`src/rtl/fcmp_wb_pkg.sv`:
```
`default_nettype none
// ============================================================================
// Module      : fcmp_wb_pkg
// Description : Shared definitions for the FP compare flag/writeback stage:
//               jump condition codes, flag bit positions and the FIFO entry.
// Revision    : 1.0 - initial release
// ============================================================================
package fcmp_wb_pkg;

  // Jump condition codes (jumpType[3:1])
  localparam logic [2:0] FCMPWB_Z   = 3'd0;
  localparam logic [2:0] FCMPWB_C   = 3'd1;
  localparam logic [2:0] FCMPWB_S   = 3'd2;
  localparam logic [2:0] FCMPWB_UN  = 3'd3;
  localparam logic [2:0] FCMPWB_CZ  = 3'd4;
  localparam logic [2:0] FCMPWB_SZ  = 3'd5;
  localparam logic [2:0] FCMPWB_AL  = 3'd6;
  localparam logic [2:0] FCMPWB_ZNU = 3'd7;

  // Flag vector bit positions: {~C, unord, 0, S, Z, unord}
  localparam int FLG_NC  = 5;
  localparam int FLG_UN  = 4;
  localparam int FLG_S   = 2;
  localparam int FLG_Z   = 1;
  localparam int FLG_UN0 = 0;

  // Widest tag an entry can hold; narrower tags are zero-extended.
  localparam int FCMPWB_TAG_MAX = 16;
  localparam int FCMPWB_RES_W   = 68;

  typedef struct packed {
    logic [FCMPWB_TAG_MAX-1:0] tag;
    logic [5:0]                flags;
    logic [FCMPWB_RES_W-1:0]   res_pkd;
    logic                      jmp_vld;
    logic                      jmp_taken;
    logic                      vec;
  } fcmp_wb_entry_t;

endpackage
`default_nettype wire

```
`src/rtl/fcmp_wb_cond.sv`:
```
`default_nettype none
// ============================================================================
// Module      : fcmp_wb_cond
// Description : Combinational jump-condition evaluator for a compare result.
//               Vector results and jumpType[4]=1 carry no jump evaluation.
// Revision    : 1.0 - initial release
// ============================================================================
module fcmp_wb_cond
  import fcmp_wb_pkg::*;
(
  input  logic [5:0] i_flags,
  input  logic [4:0] i_jumpType,
  input  logic       i_vec,
  output logic       o_jmp_vld,
  output logic       o_taken
);

  logic w_cond;

  // Select the raw condition from the flags, then apply inversion and gating
  always_comb begin
    w_cond = 1'b0;
    case (i_jumpType[3:1])
      FCMPWB_Z:   w_cond = i_flags[FLG_Z];
      FCMPWB_C:   w_cond = ~i_flags[FLG_NC];
      FCMPWB_S:   w_cond = i_flags[FLG_S];
      FCMPWB_UN:  w_cond = i_flags[FLG_UN0];
      FCMPWB_CZ:  w_cond = ~i_flags[FLG_NC] | i_flags[FLG_Z];
      FCMPWB_SZ:  w_cond = i_flags[FLG_S] | i_flags[FLG_Z];
      FCMPWB_AL:  w_cond = 1'b1;
      FCMPWB_ZNU: w_cond = i_flags[FLG_Z] & ~i_flags[FLG_UN0];
      default:    w_cond = 1'b0;
    endcase
    o_jmp_vld = ~i_vec & ~i_jumpType[4];
    o_taken   = (w_cond ^ i_jumpType[0]) & o_jmp_vld;
  end

endmodule
`default_nettype wire

```
`src/rtl/fcmp_flag_wb.sv`:
```
`default_nettype none
// ============================================================================
// Module      : fcmp_flag_wb
// Description : Buffers FP compare results in a small in-order FIFO, evaluates
//               the jump condition at push time and presents entries to the
//               flag/writeback port over valid/ready. in_rdy and out_vld come
//               from the registered count only (no bypass, no ready-through).
//               Optional: `define FCMP_WB_STICKY_EN for a sticky unordered flag.
// Revision    : 1.0 - initial release
// ============================================================================
module fcmp_flag_wb
  import fcmp_wb_pkg::*;
#(
  parameter int TAG_W = 9,   // must not exceed FCMPWB_TAG_MAX
  parameter int DEPTH = 4    // power of 2, >= 2
) (
  input  logic             clk,
  input  logic             rst,
  input  logic             flush,
  input  logic             in_vld,
  output logic             in_rdy,
  input  logic [TAG_W-1:0] in_tag,
  input  logic [5:0]       in_flags,
  input  logic [67:0]      in_res_pkd,
  input  logic             in_vec,
  input  logic [4:0]       in_jumpType,
  output logic             out_vld,
  input  logic             out_rdy,
  output logic [TAG_W-1:0] out_tag,
  output logic [5:0]       out_flags,
  output logic [67:0]      out_res_pkd,
  output logic             out_jmp_vld,
  output logic             out_jmp_taken,
  output logic             sticky_unord,
  input  logic             clr_sticky
);

  localparam int PTR_W = $clog2(DEPTH);
  localparam int CNT_W = PTR_W + 1;

  logic [PTR_W-1:0] r_wr_ptr;
  logic [PTR_W-1:0] r_rd_ptr;
  logic [CNT_W-1:0] r_count;
  fcmp_wb_entry_t   r_mem [DEPTH];

  logic             w_push;
  logic             w_pop;
  logic             w_jmp_vld;
  logic             w_taken;
  fcmp_wb_entry_t   w_wr_entry;
  fcmp_wb_entry_t   w_head;

  assign in_rdy  = (r_count != CNT_W'(DEPTH));
  assign out_vld = (r_count != '0);
  assign w_push  = in_vld & in_rdy & ~flush;
  assign w_pop   = out_vld & out_rdy & ~flush;

  fcmp_wb_cond u_cond (
    .i_flags    (in_flags),
    .i_jumpType (in_jumpType),
    .i_vec      (in_vec),
    .o_jmp_vld  (w_jmp_vld),
    .o_taken    (w_taken)
  );

  // Assemble the entry written on push; vec is only kept when sticky needs it
  always_comb begin
    w_wr_entry           = '0;
    w_wr_entry.tag       = FCMPWB_TAG_MAX'(in_tag);
    w_wr_entry.flags     = in_flags;
    w_wr_entry.res_pkd   = in_res_pkd;
    w_wr_entry.jmp_vld   = w_jmp_vld;
    w_wr_entry.jmp_taken = w_taken;
`ifdef FCMP_WB_STICKY_EN
    w_wr_entry.vec       = in_vec;
`else
    w_wr_entry.vec       = 1'b0;
`endif
  end

  // Pointer and occupancy control; reset dominates flush, flush dominates traffic
  always_ff @(posedge clk) begin
    if (!rst || flush) begin
      r_wr_ptr <= '0;
      r_rd_ptr <= '0;
      r_count  <= '0;
    end else begin
      if (w_push) r_wr_ptr <= r_wr_ptr + PTR_W'(1);
      if (w_pop)  r_rd_ptr <= r_rd_ptr + PTR_W'(1);
      case ({w_push, w_pop})
        2'b10:   r_count <= r_count + CNT_W'(1);
        2'b01:   r_count <= r_count - CNT_W'(1);
        default: r_count <= r_count;
      endcase
    end
  end

  // Payload storage; contents are don't-care while not counted as valid
  always_ff @(posedge clk) begin
    if (w_push) r_mem[r_wr_ptr] <= w_wr_entry;
  end

  assign w_head = r_mem[r_rd_ptr];

  // Head presentation, forced to zero when nothing is valid
  always_comb begin
    out_tag       = '0;
    out_flags     = '0;
    out_res_pkd   = '0;
    out_jmp_vld   = 1'b0;
    out_jmp_taken = 1'b0;
    if (out_vld) begin
      out_tag       = w_head.tag[TAG_W-1:0];
      out_flags     = w_head.flags;
      out_res_pkd   = w_head.res_pkd;
      out_jmp_vld   = w_head.jmp_vld;
      out_jmp_taken = w_head.jmp_taken;
    end
  end

`ifdef FCMP_WB_STICKY_EN
  logic r_sticky;

  // Sticky unordered: set on popping a scalar unordered result, set beats clear
  always_ff @(posedge clk) begin
    if (!rst) begin
      r_sticky <= 1'b0;
    end else if (w_pop && w_head.flags[FLG_UN0] && !w_head.vec) begin
      r_sticky <= 1'b1;
    end else if (clr_sticky) begin
      r_sticky <= 1'b0;
    end
  end

  assign sticky_unord = r_sticky;
`else
  assign sticky_unord = 1'b0;
`endif

  // Bits intentionally not consumed (upper tag bits, vec/clr in default build)
  logic w_unused_bits;
  assign w_unused_bits = ^{w_head.tag, w_head.vec, clr_sticky};

endmodule
`default_nettype wire
```
`config.mk`:
```
export PLATFORM = sky130hd
export DESIGN_NAME = fcmp_flag_wb
export DESIGN_NICKNAME = d
export VERILOG_FILES = /design/src/rtl/fcmp_wb_pkg.sv /design/src/rtl/fcmp_wb_cond.sv /design/src/rtl/fcmp_flag_wb.sv
export SDC_FILE = /design/constraint.sdc
export NUM_CORES = 1
export LEC_CHECK = 0
export ABC_AREA = 1
export ABC_CLOCK_PERIOD_IN_PS = 6400
export CORE_MARGIN = 5
export CORE_UTILIZATION = 51
export CTS_BUF_LIST = sky130_fd_sc_hd__clkbuf_4
export DETAILED_ROUTE_END_ITERATION = 10
export GPL_TIMING_DRIVEN = 0
export PLACE_DENSITY = 0.78
export SKIP_LAST_GASP = 1
export SYNTH_ARGS = -nofsm -noshare
export SYNTH_HDL_FRONTEND = slang
export SYNTH_SLANG_ARGS = --single-unit
export TNS_END_PERCENT = 20
```
`constraint.sdc`:
```
create_clock -name clk -period 6.4 [get_ports clk]
set_input_delay 1.92 -clock clk [delete_from_list [all_inputs] [get_ports clk]]
set_output_delay 1.92 -clock clk [all_outputs]
set_load 0.02 [all_outputs]
```
==> out/results.tsv, run 1 <==
stage	metric	value	unit
sta	finalSetupViolations	0	
setup_path	slowest_delay	0.66	ns
grt	antenna_found_initial	3	
grt	met1_usage	26.2	%
placement	dp_hpwl	20.5	mm
placement	numPortBuffers	180	
setup_path	crit_path_cell_trace	buf_4, inv_4, buf_4, clkbuf_2, o21ai_1, a21oi_1, clkdlybuf4s50_1	
clock_network	h-tree-depth	3	
setup_path	crit_type	reg2out	
sta	min_period_over_period	74.6	%
power_and_ir_drop	clkPwrFrac	38.1	%
grt	grt_max_degree	32	
setup_path	endpoint_kind	output port	
finish	area_delta_synth_final	26.1	%
logic_synthesis	synth_area	13700	um2
sta	slew_headroom	53.0	%
grt	grt_pass1_wl	50.2	mm
power_and_ir_drop	share_comb_of_total_power	6.5	%
detailed_routing	routed_wl	32.3	mm
clock_network	clkSlewWorstSetupHoldPaths	0.06	ns
logic_synthesis	netlist_instances	1093	
sta	fin_crit	4.77	ns
logic_synthesis	async_reset_ff_share	0	%
clock_network	clockRootBuffer	clkbuf_4	
logic_synthesis	synth_edf_count	340	
clock_network	post_cts_resized	0	
logic_synthesis	yosys_warnings	0	
setup_path	critPathArrivalTime	2.85	ns
detailed_routing	vias	9432	
logic_synthesis	synth_seq_cells	349	
sta	worstMarginPinSlew	0.704	ns
floorplanning	io_pins	183	
finish	drive_gt1_share	13.6	%
logic_synthesis	seq_area_frac_synth	75.9	%
power_and_ir_drop	power.density	267	nW/um2
clock_network	cts_tree	done	
power_and_ir_drop	ir_drop	0.181	mV
logic_synthesis	synth_ff_type	edfxtp_1	
grt	use_met3	4.65	%
grt	grt_busiest_layer	met2	
grt	grtUsageTotal	21.0	%
status	status	finished, final reports clean	
setup_path	crit_family	buffers and inverters	
power_and_ir_drop	p_int	3.59	mW
grt	gr-usage-met2	36.2	%
sta	hold_viol	0	
placement	placedCellCount	1626	
grt	grt_pass1_vias	9822	
setup_path	startpoint_type	flip-flop	
sta	rsz0062_at_grt	false	
logic_synthesis	syn-num-nets	1194	
power_and_ir_drop	seq_power_share	55.5	%
clock_network	numCtsBuffers	83	
detailed_routing	wl_per_cell	18.2	um
detailed_routing	first_pass_iters	5	
power_and_ir_drop	cellLeakagePower	6.02	nW
clock_network	max-clock-path-buffers	3	
setup_path	reg2reg_slack	3.90	ns
setup_path	path_max_fanout	10	
finish	fin_nets	1471	
min_path	hp-class	reg2reg	
sta	holdWs	0.469	ns
floorplanning	core_area	26700	um2
power_and_ir_drop	switching_share	21.9	%
setup_path	crit_path_top_delay_cell	clkdlybuf4s50_1	
sta	fin_skew	0.0370	ns
detailed_routing	drtIter0Drc	925	
clock_network	hold_buffers	0	
floorplanning	fp.dieH	174	um
setup_path	cp_num_buf_inv	5	
placement	gp_congestion	0.774	
grt	grt_overflow_total	0	
sta	fmax	210	MHz
clock_network	clock-sinks	349	
floorplanning	start_util	51.2	%
sta	report.final.slew_viol_count	0	
setup_path	r2r-start	r_count[0]$_SDFFE_PP0P_	
min_path	hp-start	r_rd_ptr[1]$_SDFFE_PP0P_	
setup_path	required	4.48	ns
detailed_routing	final_antenna_net_count	0	
finish	finalNonFillerCells	1781	
clock_network	clk_latency	0.65	ns
floorplanning	dieArea	30200	um2
floorplanning	die_w	174	um
logic_synthesis	avgSynthCellArea	12.5	um2
detailed_routing	drcViolationCount	0	
clock_network	post_cts_buffers	0	
setup_path	crit_top_cell	buf_4	
detailed_routing	viasPerCell	5.30	
flow_run	cap_violations	0	
floorplanning	rows	60	
logic_synthesis	ys_types	22	
power_and_ir_drop	p_sw	1.01	mW
state kept, by name, indices dropped and copies added (netlist names), named ones only:
signal,flops
r_count,3
r_mem,340
r_rd_ptr,2
r_wr_ptr,2
through the flow:
step / cell area (um2) / total power, mW / util [%] / TNS (ns) / worst slack [ns]
floorplan: 13700 / 2.73 / - / 0 / 0.106
global placement: 15900 / 2.89 / 59.6 / -1006.35 / -3.12
detailed placement: 16200 / 2.90 / 60.6 / 0 / 2.17
CTS: 17300 / 4.65 / 64.6 / 0 / 1.53
global route: 17300 / 4.79 / 64.6 / 0 / 1.38
finish: 17300 / 4.60 / 64.6 / 0 / 1.63
metal layers:
metal  vias to the layer above  share of wire, %  wire length (um)
met1                      4507                40             13000
met2                       400                50             16200
met4                         2               2.0               638
li1                       4470                 -                 -
met5                         -             0.040                13
met3                        53               7.6              2460
power groups by stage:
stage | Sequential (mW) | Clock [mW] | Combinational, mW
after floorplan | 2.61 | 0 | 0.120
after global placement | 2.61 | 0 | 0.284
after detailed placement | 2.60 | 0 | 0.298
after CTS | 2.55 | 1.79 | 0.300
after global routing | 2.55 | 1.92 | 0.322
final | 2.55 | 1.75 | 0.298
cell type report:
| class | count | area, um2 |
|---|---|---|
| Inverter | 24 | 92.6 |
| Fill cell | 1975 | 9460 |
| Tap cell | 341 | 427 |
| Multi-Input combinational cell | 654 | 2900 |
| Buffer | 66 | 338 |
| Clock buffer | 122 | 916 |
| Sequential cell | 349 | 10400 |
| Antenna cell | 2 | 5.00 |
| Timing Repair Buffer | 192 | 2050 |
| Clock inverter | 31 | 148 |
cells in the mapped netlist (9+ instances only):
cell | number | area share (%)
nand2_1 | 21 | 0.58
edfxtp_1 | 340 | 75
inv_1 | 22 | 0.60
a21oi_1 | 95 | 3.5
clkbuf_2 | 9 | 0.33
dfxtp_1 | 9 | 1.3
buf_2 | 30 | 1.1
o21ai_0 | 109 | 4.0
o21ai_1 | 66 | 2.4
nor2_1 | 348 | 9.5
clkbuf_1 | 14 | 0.38
buf_4 | 9 | 0.49
path summary, 6_finish.rpt:
path	endpoint	depth (start not counted)
setup / recovery	out_flags[0]	7
hold / removal	r_rd_ptr[1]$_SDFFE_PP0P_	2
setup reg to reg	r_count[2]$_SDFFE_PP0P_	12
hold reg to reg	r_rd_ptr[1]$_SDFFE_PP0P_	2
logic make-up (layout without fill, tap and decap cells):
logic type,count (synthesis),in the layout,share of synthesized area [%]
buffers and inverters,90,435,3.14
adders and majority gates,6,6,0.603
and+or+nand+nor,377,377,10.5
AOI/OAI and AO/OA,270,270,9.87
other,1,3,0.0274
DFF,349,349,75.9
worst register-to-register path, stage by stage, from the launching register on:
cell and delay [ns]:
dfxtp_1 0.34, inv_1 0.13, nand3_1 0.13, nand2_1 0.13, nor2_1 0.06, inv_1 0.30, ha_1 0.21, inv_1 0.08
fa_1 0.40, a21oi_1 0.18, o21ai_0 0.15, o21ai_0 0.21, a21oi_1 0.06
cells in the final DEF, fill, tap and decap left out, drive strengths merged, types with 5 or more instances in the layout:
cell,instances
nand2,21
nand3,6
ha,5
o21ai,175
dfxtp,9
edfxtp,340
inv,26
buf,55
nor2,348
clkinv,27
clkdlybuf4s50,180
a21oi,95
clkbuf,145
Power figures use the tool's default switching activity.
==> inputs of run 2 (changes only) <==
--- a/config.mk
+++ b/config.mk
@@ -6,7 +6,7 @@
 export NUM_CORES = 1
 export LEC_CHECK = 0
 export ABC_AREA = 1
-export ABC_CLOCK_PERIOD_IN_PS = 6400
+export ABC_CLOCK_PERIOD_IN_PS = 3970
 export CORE_MARGIN = 5
 export CORE_UTILIZATION = 51
 export CTS_BUF_LIST = sky130_fd_sc_hd__clkbuf_4
==> constraint.sdc (replaced) <==
create_clock -name clk -period 3.97 [get_ports clk]
set_input_delay 1.191 -clock clk [delete_from_list [all_inputs] [get_ports clk]]
set_output_delay 1.191 -clock clk [all_outputs]
set_load 0.02 [all_outputs]
==> run 2 against run 1 <==
  * Cell area increased by 0.46%
  * The run now ends with setup timing left
  * Sequential share of layout area decreased by 0.28 points
  * Clock-buffer cell count decreased by 2
  * Combinational power increased by 61%
  * Clock power increased by 62%
  * Non-clock buffer count increased by 1
  * Utilization increased by 0.30 points
  * Sequential power increased by 62%
  * Wire length increased by 0.71%
  * Cell count decreased by 0.28%
  * Hold slack got worse by 0.0050 ns
==> out/results.tsv, run 2 (synthesized netlist as in run 1, its figures left out) <==
stage	metric	value	unit
detailed_routing	final_antenna_net_count	0	
detailed_routing	vias	9340	
clock_network	clk_latency	0.66	ns
sta	report.final.slew_viol_count	0	
power_and_ir_drop	seq_power_share	55.3	%
floorplanning	io_pins	183	
detailed_routing	routed_wl	32.6	mm
detailed_routing	wl_per_cell	18.3	um
grt	grt_pass1_wl	49.9	mm
min_path	hp-class	reg2reg	
clock_network	hold_buffers	0	
setup_path	startpoint_type	flip-flop	
setup_path	path_max_fanout	10	
clock_network	max-clock-path-buffers	3	
sta	fin_crit	4.03	ns
status	violations	setup timing	
finish	final_common_cell	nor2_1	
sta	finalSetupViolations	5	
sta	fin_skew	0.0368	ns
finish	fin_nets	1473	
placement	dp_hpwl	20.8	mm
flow_run	cap_violations	0	
floorplanning	fp.dieH	174	um
sta	worstMarginPinSlew	0.580	ns
power_and_ir_drop	cellLeakagePower	6.26	nW
clock_network	clkSlewWorstSetupHoldPaths	0.06	ns
grt	grt_max_degree	30	
finish	top_register	r_mem	
setup_path	critPathArrivalTime	2.84	ns
detailed_routing	drcViolationCount	0	
power_and_ir_drop	clkPwrFrac	38.2	%
power_and_ir_drop	ir_drop	0.237	mV
clock_network	cts_tree	done	
grt	antenna_found_initial	4	
clock_network	h-tree-depth	3	
status	status	complete, but fails checks	
clock_network	clockRootBuffer	clkbuf_4	
setup_path	slowest_delay	0.67	ns
clock_network	numCtsBuffers	84	
finish	fillers	1966	
sta	setup_tns	-0.115	ns
power_and_ir_drop	p_int	5.83	mW
finish	drive_gt1_share	13.6	%
finish	largest_registers	r_mem x340, r_count x3	
floorplanning	die_w	174	um
finish	utilization	64.9	%
grt	grt_pass1_vias	9351	
floorplanning	core_area	26700	um2
power_and_ir_drop	switching_share	21.6	%
sta	slew_headroom	61.2	%
detailed_routing	first_pass_iters	5	
floorplanning	rows	60	
detailed_routing	viasPerCell	5.26	
sta	rsz0062_at_grt	true	
placement	placed_area	16300	um2
grt	grt_overflow_total	0	
finish	largest_reg_flops	340	
power_and_ir_drop	share_comb_of_total_power	6.4	%
floorplanning	dieArea	30200	um2
sta	hold_viol	0	
placement	numPortBuffers	180	
placement	placedCellCount	1627	
setup_path	crit_type	reg2out	
clock_network	clock-sinks	349	
floorplanning	start_util	51.2	%
power_and_ir_drop	power.density	429	nW/um2
setup_path	cp_num_buf_inv	4	
setup_path	endpoint_kind	output port	
finish	area_delta_synth_final	26.7	%
finish	layout_common_cells	nor2_1, edfxtp_1, clkdlybuf4s50_1	
setup_path	crit_family	buffers and inverters	
detailed_routing	drtIter0Drc	750	
grt	grtUsageTotal	21.0	%
finish	stdcell_area	17300	um2
sta	fin_ws	-0.0629	ns
placement	gp_congestion	0.765	
setup_path	crit_path_top_delay_cell	clkdlybuf4s50_1	
sta	min_period_over_period	102	%
finish	finalNonFillerCells	1776	
power_and_ir_drop	p_sw	1.61	mW
sta	fmax	248	MHz
setup_path	required	2.78	ns
setup_path	crit_path_cell_trace	buf_4, inv_4, buf_1, o21ai_0, a21oi_1, clkdlybuf4s50_1	
run 2: power groups by stage:
stage               sequential (mW)  clock [mW]  combinational, mW
floorplan                      4.20           0              0.195
global placement               4.20           0              0.459
detailed placement             4.20           0              0.484
CTS                            4.12        2.93              0.482
global route                   4.12        3.14              0.516
finish                         4.12        2.84              0.480
run 2: layout make-up:
type | count | area [um2] | area share, %
Sequential cell | 349 | 10400 | 59.9
Clock buffer | 120 | 901 | 5.19
Buffer | 66 | 355 | 2.05
Antenna cell | 2 | 5.00 | 0.0289
Timing Repair Buffer | 193 | 2110 | 12.1
Tap cell | 341 | 427 | 2.46
Multi-Input combinational cell | 654 | 2910 | 16.8
Inverter | 24 | 92.6 | 0.534
Clock inverter | 27 | 161 | 0.931
run 2: metrics by stage:
step / total power [mW] / hold slack [ns] / setup WS, ns
final: 7.44 / 0.464 / -0.0629
after global routing: 7.77 / 0.517 / -0.239
after CTS: 7.53 / 0.467 / -0.125
after detailed placement: 4.68 / 0.459 / 0.544
after global placement: 4.66 / 0.448 / -2.30
after floorplan: 4.39 / 0.433 / -0.190
run 2: final timing paths:
kind	from	end	slack [ns]	depth (start not counted)
max reg2reg	r_count[0]$_SDFFE_PP0P_	r_mem[1][53]$_DFFE_PP_	1.52	8
min	r_rd_ptr[1]$_SDFFE_PP0P_	flip-flop	0.46	2
min reg2reg	r_rd_ptr[1]$_SDFFE_PP0P_	flip-flop	0.46	2
max	flip-flop	out_res_pkd[2]	-0.06	6
run 2: layer usage:
layer / share of wire, % / up-vias / GRT usage [%] / routed length, um
li1: - / 4481 / - / -
met4: 1.6 / 4 / 6.47 / 510
met3: 7.8 / 53 / 5.82 / 2550
met5: 0.083 / - / 0 / 27
met2: 49 / 373 / 34.7 / 16000
met1: 41 / 4429 / 27.2 / 13500
run 2: worst min-delay path, stage by stage, from the launching register on:
cell and delay [ns]:
dfxtp_1 0.31, inv_1 0.05, a21oi_1 0.06
run 2: timing repair:
item	CTS	global route
setup endpoints to repair	85	68
hold endpoints to repair	0	0
setup buffers	0	0
gates resized for setup	22	14
==> inputs of run 3 (changes only) <==
--- a/config.mk
+++ b/config.mk
@@ -6,7 +6,6 @@
 export NUM_CORES = 1
 export LEC_CHECK = 0
 export ABC_AREA = 1
-export ABC_CLOCK_PERIOD_IN_PS = 3970
 export CORE_MARGIN = 5
 export CORE_UTILIZATION = 51
 export CTS_BUF_LIST = sky130_fd_sc_hd__clkbuf_4
@@ -16,5 +15,6 @@
 export SKIP_LAST_GASP = 1
 export SYNTH_ARGS = -nofsm -noshare
 export SYNTH_HDL_FRONTEND = slang
+export SYNTH_HIERARCHICAL = 1
 export SYNTH_SLANG_ARGS = --single-unit
 export TNS_END_PERCENT = 20
==> run 3 against run 2 <==
  * The flow still finishes with violations (setup timing)
  * Sequential power about the same
  * Die area up 0.26%
  * Total power is 1.3% lower
  * First-iteration DRC count is 2.5% higher
  * Non-clock buffer count decreased by 1
  * Setup slack better by 0.017 ns
  * Clock skew increased by 0.011 ns
  * Clock-buffer cell count down 1
  * Largest power group unchanged
  * Register-to-register slack improved by 0.19 ns
  * Wire length grew 2.3%
  * Hold slack gained 0.042 ns
  * Largest cell class unchanged
  * Global-route usage increased by 0.91 points
==> out/results.tsv, run 3 <==
stage	metric	value	unit
grt	grt_pass1_wl	52.0	mm
sta	holdWs	0.506	ns
clock_network	clock-sinks	349	
detailed_routing	final_antenna_net_count	0	
logic_synthesis	syn-num-nets	1205	
sta	worstMarginPinSlew	0.627	ns
sta	hold_viol	0	
power_and_ir_drop	power.density	424	nW/um2
flow_run	cap_violations	0	
sta	slew_headroom	58.1	%
grt	grt_pass1_vias	9792	
sta	setup_tns	-0.201	ns
sta	report.final.slew_viol_count	0	
clock_network	clockRootBuffer	clkbuf_4	
logic_synthesis	seq_area_frac_synth	75.7	%
setup_path	startpoint_type	flip-flop	
finish	top_register	r_mem	
sta	finalSetupViolations	11	
finish	stdcell_area	17300	um2
setup_path	endpoint_kind	output port	
logic_synthesis	yosys-top-cells-count	nor2_1, edfxtp_1, o21ai_1	
clock_network	clkSlewWorstSetupHoldPaths	0.07	ns
floorplanning	io_pins	183	
detailed_routing	routed_wl	33.3	mm
logic_synthesis	async_reset_ff_share	0	%
clock_network	clk_latency	0.69	ns
setup_path	required	2.78	ns
sta	fin_ws	-0.0457	ns
sta	rsz0062_at_grt	true	
finish	largest_registers	r_mem x340, r_count x3	
detailed_routing	wl_per_cell	18.7	um
placement	placedCellCount	1637	
logic_synthesis	synth_ff_type	edfxtp_1	
sta	fin_skew	0.0483	ns
floorplanning	start_util	51.4	%
setup_path	critPathArrivalTime	2.82	ns
clock_network	cts_tree	done	
detailed_routing	drcViolationCount	0	
placement	dp_hpwl	21.4	mm
detailed_routing	viasPerCell	5.37	
power_and_ir_drop	power	7.34	mW
min_path	hp-class	reg2reg	
status	status	complete, but fails checks	
finish	utilization	64.7	%
placement	pre_cts_slack	0.409	ns
finish	drive_gt1_share	14.1	%
floorplanning	core_area	26700	um2
clock_network	max-clock-path-buffers	3	
logic_synthesis	avgSynthCellArea	12.4	um2
clock_network	h-tree-depth	3	
clock_network	numCtsBuffers	83	
logic_synthesis	yosys.area.top_type	edfxtp_1	
finish	final_common_cell	nor2_1	
detailed_routing	first_pass_iters	6	
finish	fin_nets	1482	
logic_synthesis	synth_edf_count	340	
finish	largest_reg_flops	340	
logic_synthesis	synth_seq_cells	349	
floorplanning	die_w	174	um
detailed_routing	vias	9565	
grt	grt_max_degree	31	
logic_synthesis	yosysMostFrequentCell	nor2_1	
finish	finalNonFillerCells	1782	
placement	numPortBuffers	180	
floorplanning	rows	60	
sta	fmax	249	MHz
detailed_routing	drtIter0Drc	769	
grt	grtUsageTotal	21.9	%
sta	fin_crit	4.02	ns
power_and_ir_drop	ir_drop	0.281	mV
logic_synthesis	synth_area	13700	um2
setup_path	path_max_fanout	10	
logic_synthesis	yosys_warnings	6	
floorplanning	fp.dieH	174	um
grt	antenna_found_initial	3	
logic_synthesis	ys_types	21	
placement	placed_area	16200	um2
status	violations	setup timing	
power_and_ir_drop	cellLeakagePower	6.25	nW
logic_synthesis	netlist_instances	1104	
sta	min_period_over_period	101	%
floorplanning	dieArea	30300	um2
finish	layout_common_cells	nor2_1, edfxtp_1, clkdlybuf4s50_1	
logic_synthesis	synth_top_area_share	74.4	%
logic_synthesis	synth_area_leaders	edfxtp_1, nor2_1, o21ai_1	
finish	area_delta_synth_final	26.0	%
setup_path	crit_type	reg2out	
grt	grt_overflow_total	0	
placement	gp_congestion	0.779	
==> run 3: final timing paths <==
path / startpoint / to / slack (ns) / cells past startpoint
setup / recovery: flip-flop / out_res_pkd[43] / -0.05 / 7
hold / removal: r_wr_ptr[1]$_SDFFE_PP0P_ / r_wr_ptr[1]$_SDFFE_PP0P_ / 0.51 / 2
setup reg to reg: r_count[0]$_SDFFE_PP0P_ / r_mem[3][35]$_DFFE_PP_ / 1.71 / 6
hold reg to reg: r_wr_ptr[1]$_SDFFE_PP0P_ / r_wr_ptr[1]$_SDFFE_PP0P_ / 0.51 / 2
==> run 3: final cells by class <==
cell class | count | area [um2]
Buffer | 66 | 343
Timing Repair Buffer | 192 | 2070
Clock inverter | 25 | 126
Clock buffer | 119 | 893
Sequential cell | 349 | 10400
Antenna cell | 1 | 2.50
Multi-Input combinational cell | 663 | 2950
Inverter | 26 | 100
Fill cell | 2025 | 9420
Tap cell | 341 | 427
==> run 3: kinds of logic (layout without fill, tap and decap cells) <==
| family | Yosys count | count (layout) | share of synthesized area [%] |
|---|---|---|---|
| and+or+nand+nor | 394 | 394 | 11.1 |
| buffers and inverters | 92 | 428 | 3.07 |
| adders and majority gates | 6 | 6 | 0.602 |
| DFF | 349 | 349 | 75.7 |
| AOI/OAI and AO/OA | 262 | 262 | 9.55 |
| other | 1 | 2 | 0.0273 |
==> run 3: power by group <==
group	leakage (nW)	switching [mW]	internal, mW
registers	3.16	0.0123	4.10
logic	2.48	0.270	0.205
clock network	0.608	1.32	1.44
total	6.25	1.60	5.74
==> run 3: worst max-delay path: stages (launching register included) <==
cell and delay [ns]:
dfxtp_1 0.30, buf_4 0.20, inv_4 0.17, buf_4 0.25
buf_2 0.27, o21ai_1 0.10, a21oi_1 0.23, clkdlybuf4s50_1 0.65
==> run 3: routing by layer <==
metal | up-vias | track usage [%] | part of all wire (%)
met3 | 70 | 5.89 | 7.8
met4 | 4 | 8.38 | 2.3
li1 | 4503 | - | -
met2 | 413 | 36.5 | 49
met1 | 4575 | 27.6 | 40
met5 | - | 0 | 0.075
==> run 3: repair_timing <==
action                                  in CTS  in global routing
setup buffers                                0                  0
gates resized for setup                      9                 20
hold buffers                                 0                  0
endpoints found under the setup margin      85                 79
hold endpoints to repair                     0                  0
